<file path="src/rtl/tlc_pkg.sv">
// Shared light encoding, fault codes, lamp patterns and small decode helpers
// for the traffic conflict monitor.
package tlc_pkg;

   typedef enum logic [1:0] {
      GREEN   = 2'b00,
      YELLOW  = 2'b01,
      RED     = 2'b10,
      INVALID = 2'b11
   } light_t;

   localparam logic [2:0] FC_NONE      = 3'd0;
   localparam logic [2:0] FC_CONFLICT  = 3'd1;
   localparam logic [2:0] FC_INVALID   = 3'd2;
   localparam logic [2:0] FC_ILLEGAL   = 3'd3;
   localparam logic [2:0] FC_SHORT_YEL = 3'd4;

   localparam logic [2:0] LAMP_OFF    = 3'b000;
   localparam logic [2:0] LAMP_GREEN  = 3'b001;
   localparam logic [2:0] LAMP_YELLOW = 3'b010;
   localparam logic [2:0] LAMP_RED    = 3'b100;

   function automatic logic [2:0] lamp_decode(input light_t code);
      case (code)
         GREEN:   return LAMP_GREEN;
         YELLOW:  return LAMP_YELLOW;
         RED:     return LAMP_RED;
         default: return LAMP_OFF;
      endcase
   endfunction

   function automatic logic legal_step(input light_t prev, input light_t cur);
      if (prev == cur) return 1'b1;
      case (prev)
         GREEN:   return cur == YELLOW;
         YELLOW:  return cur == RED;
         RED:     return cur == GREEN;
         default: return 1'b0;
      endcase
   endfunction

   // Lowest code wins when several causes coincide.
   function automatic logic [2:0] fault_cause(input logic conflict, input logic invalid,
                                              input logic illegal, input logic short_yel);
      if (conflict)  return FC_CONFLICT;
      if (invalid)   return FC_INVALID;
      if (illegal)   return FC_ILLEGAL;
      if (short_yel) return FC_SHORT_YEL;
      return FC_NONE;
   endfunction

endpackage

</file>
<file path="src/rtl/tlc_approach_checker.sv">
// Per-approach sequencing check: flags illegal lamp steps and yellow phases
// shorter than MIN_YEL cycles, based on the registered code and its predecessor.
module tlc_approach_checker
   import tlc_pkg::*;
#(
   parameter int MIN_YEL = 16
) (
   input  logic       clk,
   input  logic       rst_n,
   input  logic [1:0] code,
   input  logic       resync,
   output logic       illegal,
   output logic       short_yel
);
   localparam logic [4:0] YEL_FULL = 5'(MIN_YEL);

   light_t     cur;
   light_t     prev;
   logic [4:0] yel_cnt;

   assign cur       = light_t'(code);
   assign illegal   = !legal_step(prev, cur);
   assign short_yel = (prev == YELLOW) && (cur == RED) && (yel_cnt < YEL_FULL);

   // A resync forgives any partial yellow run seen before a fault was cleared.
   always_ff @(posedge clk or negedge rst_n) begin
      if (!rst_n) begin
         prev    <= RED;
         yel_cnt <= '0;
      end else begin
         prev <= cur;
         if (resync)
            yel_cnt <= YEL_FULL;
         else if (cur != YELLOW)
            yel_cnt <= '0;
         else if (prev != YELLOW)
            yel_cnt <= 5'd1;
         else if (yel_cnt < YEL_FULL)
            yel_cnt <= yel_cnt + 5'd1;
      end
   end

endmodule

</file>
<file path="src/rtl/traffic_conflict_monitor.sv">
// Lamp-safety monitor: latches conflict/invalid/illegal/short-yellow faults and flashes red.
// Optional saturating fault event counter under TLC_MON_EVENT_CNT_EN.
module traffic_conflict_monitor
   import tlc_pkg::*;
#(
   parameter int MIN_YEL    = 16,
   parameter int FLASH_HALF = 8
) (
   input  logic       clk,
   input  logic       rst_n,
   input  logic [1:0] highway_light,
   input  logic [1:0] farm_light,
   input  logic       clear_fault,
   output logic [2:0] hw_lamp,
   output logic [2:0] farm_lamp,
   output logic       fault,
   output logic [2:0] fault_code,
   output logic [7:0] fault_count
);
   localparam int            FW         = (FLASH_HALF > 1) ? $clog2(FLASH_HALF) : 1;
   localparam logic [FW-1:0] FLASH_LAST = FW'(FLASH_HALF - 1);

   light_t        hw_code;
   light_t        farm_code;
   logic          hw_illegal;
   logic          hw_short;
   logic          farm_illegal;
   logic          farm_short;
   logic          conflict;
   logic          invalid;
   logic          hard_cause;
   logic          clear_req;
   logic [2:0]    new_code;
   logic          fault_nxt;
   logic [2:0]    code_nxt;
   logic          resync;
   logic          flash_phase;
   logic [FW-1:0] flash_cnt;

   always_ff @(posedge clk or negedge rst_n) begin
      if (!rst_n) begin
         hw_code   <= RED;
         farm_code <= RED;
      end else begin
         hw_code   <= light_t'(highway_light);
         farm_code <= light_t'(farm_light);
      end
   end

   tlc_approach_checker #(.MIN_YEL(MIN_YEL)) u_hw_chk (
      .clk       (clk),
      .rst_n     (rst_n),
      .code      (hw_code),
      .resync    (resync),
      .illegal   (hw_illegal),
      .short_yel (hw_short)
   );

   tlc_approach_checker #(.MIN_YEL(MIN_YEL)) u_farm_chk (
      .clk       (clk),
      .rst_n     (rst_n),
      .code      (farm_code),
      .resync    (resync),
      .illegal   (farm_illegal),
      .short_yel (farm_short)
   );

   assign conflict   = (hw_code != RED) && (farm_code != RED);
   assign invalid    = (hw_code == INVALID) || (farm_code == INVALID);
   assign hard_cause = conflict || invalid;
   assign clear_req  = fault && clear_fault;

   // Sequencing causes on a clear cycle stem from pre-clear history, so only live hazards count.
   assign new_code = fault_cause(conflict, invalid,
                                 (hw_illegal || farm_illegal) && !clear_req,
                                 (hw_short || farm_short) && !clear_req);

   always_comb begin
      fault_nxt = fault;
      code_nxt  = fault_code;
      if (!fault) begin
         if (new_code != FC_NONE) begin
            fault_nxt = 1'b1;
            code_nxt  = new_code;
         end
      end else if (clear_fault) begin
         if (hard_cause) begin
            code_nxt = new_code;
         end else begin
            fault_nxt = 1'b0;
            code_nxt  = FC_NONE;
         end
      end
   end

   assign resync = fault && !fault_nxt;

   always_ff @(posedge clk or negedge rst_n) begin
      if (!rst_n) begin
         fault       <= 1'b0;
         fault_code  <= FC_NONE;
         flash_phase <= 1'b0;
         flash_cnt   <= '0;
      end else begin
         fault      <= fault_nxt;
         fault_code <= code_nxt;
         if (!fault_nxt) begin
            flash_phase <= 1'b0;
            flash_cnt   <= '0;
         end else if (!fault) begin
            flash_phase <= 1'b1;
            flash_cnt   <= '0;
         end else if (flash_cnt == FLASH_LAST) begin
            flash_phase <= !flash_phase;
            flash_cnt   <= '0;
         end else begin
            flash_cnt <= flash_cnt + 1'b1;
         end
      end
   end

   assign hw_lamp   = fault ? {flash_phase, 2'b00} : lamp_decode(hw_code);
   assign farm_lamp = fault ? {flash_phase, 2'b00} : lamp_decode(farm_code);

`ifdef TLC_MON_EVENT_CNT_EN
   logic [7:0] event_cnt;

   always_ff @(posedge clk or negedge rst_n) begin
      if (!rst_n)
         event_cnt <= '0;
      else if (fault_nxt && !fault && (event_cnt != 8'hFF))
         event_cnt <= event_cnt + 8'd1;
   end

   assign fault_count = event_cnt;
`else
   assign fault_count = 8'd0;
`endif

endmodule

</file>
<file path="config.mk">
export PLATFORM = sky130hd
export DESIGN_NAME = traffic_conflict_monitor
export DESIGN_NICKNAME = d
export VERILOG_FILES = /design/src/rtl/tlc_pkg.sv /design/src/rtl/tlc_approach_checker.sv /design/src/rtl/traffic_conflict_monitor.sv
export SDC_FILE = /design/constraint.sdc
export NUM_CORES = 1
export LEC_CHECK = 0
export CELL_PAD_IN_SITES_DETAIL_PLACEMENT = 1
export CELL_PAD_IN_SITES_GLOBAL_PLACEMENT = 2
export CORE_ASPECT_RATIO = 1.75
export CORE_MARGIN = 5
export CORE_UTILIZATION = 33
export DETAILED_ROUTE_END_ITERATION = 8
export PLACE_DENSITY = 0.8
export SLEW_MARGIN = 5
export SYNTH_ARGS = -nofsm -noshare
export SYNTH_HDL_FRONTEND = slang
export SYNTH_SLANG_ARGS = --single-unit
</file>
<file path="constraint.sdc">
create_clock -name clk -period 2.33 [get_ports clk]
set_clock_uncertainty 0.2 [all_clocks]
set_input_delay 0.466 -clock clk [delete_from_list [all_inputs] [get_ports clk]]
set_output_delay 0.466 -clock clk [all_outputs]
set_load 0.01 [all_outputs]
</file>
==> results.tsv, run 1 <==
metric	value	unit
antenna_cells	0	
arrival	1630	ps
fmax	436	MHz
start_util	34.3	%
drc_errors	0	
wl_per_cell	17.2	um
drt_wl_total	3480	um
min_from	hw_code[1]	
slew_viol_final	0	
yosysWarningCount	0	
core_area	4150	um^2
synthesis.area	1420	um^2
synth_seq_area_share	46.1	%
ys_async_sr_fraction	100	%
cts_buffers	3	
hold_ws	205	ps
ys_ff_latch	26	
antenna_found_initial	0	
crit_start	fault	
io_buffers	16	
cts_sinks	26	
ir_drop	0.000544	V
cts.reportedPaths.clkPinSlew	90	ps
synth_area_per_cell	10.7	um^2
hpwlAfterDp	2700	um
critPathBufInv	1	
final_cells	202	
row_count	31	
worstSkewPairLatency	270	ps
p_per_area	776	nW/um^2
hold_violations	0	
tns	0	ps
synthFlopType	dfrtp_1	
drtIter0Drc	13	
grt_pass1_vias	1203	
clockBufferDepth	2	
dieArea	5780	um^2
htree_levels	1	
grt_overflow	0	
status	finished clean	
die_y	96.9	um
critPathSlowestCell	clkdlybuf4s50_1	
endpoint_kind	output pin	
rsz0062_at_grt	false	
viasPerCell	5.04	
drtPass1Iterations	3	
cp_data_required_time	1660	ps
synth_edf_count	0	
final_area	1690	um^2
area.growth.synth_to_final	18.7	%
grt_usage	13.4	%
ctsHoldBuffers	0	
grt_max_degree	27	
timing.rr.start	farm_code[1]	
synth_cells	133	
ant_nets	0	
dr_total_vias	1018	
tritoncts	done	
routabilityCongestion	0.751	
grt_pass1_wl	5980	um
place_area	1610	um^2
slowest_delay	580	ps
cpLargestDelayFamily	buffers and inverters	
synth.distinct_cells	42	
numPlacedInstances	196	
setup_viol	0	
ioPinCount	25	
root_buffer	clkbuf_8	
crit_type	flip-flop to output pin	
leakage	0.769	nW
drive_gt1_share	17.6	%
worstHoldPathType	flip-flop to flip-flop	
fin_nets	166	
crit_chain	nor3_2 > clkdlybuf4s50_1	
reg2reg_slack	150	ps
fin_crit_sh	98.5	%
finalCriticalPeriod	2290	ps
die_w	59.6	um
cp-start-kind	flip-flop	
path_max_fanout	12	
maxCapViolCount	0	
==> Yosys cell counts (2+ instances only) <==
master	count	area (um^2)
a21oi_1	4	20.0
a31oi_1	2	12.5
and3_1	4	25.0
buf_2	3	15.0
buf_4	9	67.6
dfrtp_1	22	551
dfstp_2	4	105
ha_1	4	50.1
inv_1	3	11.3
mux2_4	2	30.0
mux2i_1	4	40.0
nand2_1	5	18.8
nand2b_1	6	37.5
nand3_1	2	10.0
nand4b_1	2	17.5
nor2_1	13	48.8
nor2b_1	3	18.8
nor3_1	5	25.0
o211ai_1	2	15.0
o21ai_0	3	15.0
xnor2_1	7	61.3
xor2_1	4	35.0
==> registers in the layout, indices dropped and copies added (netlist names) <==
name / flops
farm_code: 2
fault: 1
fault_code: 3
flash_cnt: 3
flash_phase: 1
hw_code: 2
u_farm_chk.prev: 2
u_farm_chk.yel_cnt: 5
u_hw_chk.prev: 2
u_hw_chk.yel_cnt: 5
==> layout by cell type (no fill, tap or decap), types with 5 or more instances in the layout <==
| master | count |
|---|---|
| buf_4 | 9 |
| dfrtp_1 | 20 |
| xnor2_1 | 7 |
| nor2_1 | 13 |
| nand2b_1 | 5 |
| clkdlybuf4s50_1 | 12 |
| conb_1 | 8 |
| nand2_1 | 5 |
==> cell families after synthesis <==
| group | share of synthesized area (%) |
|---|---|
| simple gates | 16.5 |
| flops | 46.1 |
| compound gates | 13.9 |
| buf+inv | 8.00 |
| xor+xnor | 6.77 |
| mux | 4.93 |
| fa+ha+maj | 3.52 |
| other cells | 0.264 |
==> where the power goes <==
group          total (W)  internal (W)  switching [W]
clock network   0.000257      0.000116       0.000141
registers       0.000605      0.000527      0.0000781
logic           0.000449      0.000229       0.000220
==> metrics by stage <==
step	util [%]	setup slack, ps	power, W
after global routing	40.7	0.172	0.00139
after CTS	40.6	5.25	0.00133
after floorplan	-	369	0.000864
after detailed placement	38.9	141	0.00108
after global placement	38.9	155	0.00106
final	40.7	35.0	0.00131
==> cell type report <==
class	instances	area, um^2
clock buffer	3	41.3
fill	464	2460
inverter	3	11.3
multi-input combinational	96	687
sequential	26	658
tap	49	61.3
timing repair buffer	25	230
==> routing by layer <==
layer / part of all wire (%) / track usage (%) / vias up
met2: 55 / 24.5 / 24
li1: - / - / 488
met1: 37 / 13.9 / 494
met4: 4.0 / 6.83 / 0
met5: 0 / 0 / -
met3: 3.7 / 2.00 / 12
==> final timing paths <==
check,depth (start not counted),to
worst min-delay path,0,u_hw_chk.prev[1]
min in group asynchronous,2,u_hw_chk.yel_cnt[3]
worst min register to register,0,u_hw_chk.prev[1]
max in group asynchronous,2,hw_code[1]
worst max-delay path,2,hw_lamp[0]
worst max register to register,7,u_hw_chk.yel_cnt[1]
==> what timing repair did <==
action	CTS	global route
setup endpoints to repair	6	2
gates resized for setup	6	2
setup buffers	3	0
No activity file was read; power rests on OpenSTA's default activity.
==> inputs of run 2 (changes only) <==
Settings changed: ABC_CLOCK_PERIOD_IN_PS set to 2330, CTS_CLUSTER_SIZE set to 24.
==> results of run 2 <==
Same layout as run 1: the final DEF is identical, and so are final timing and power.
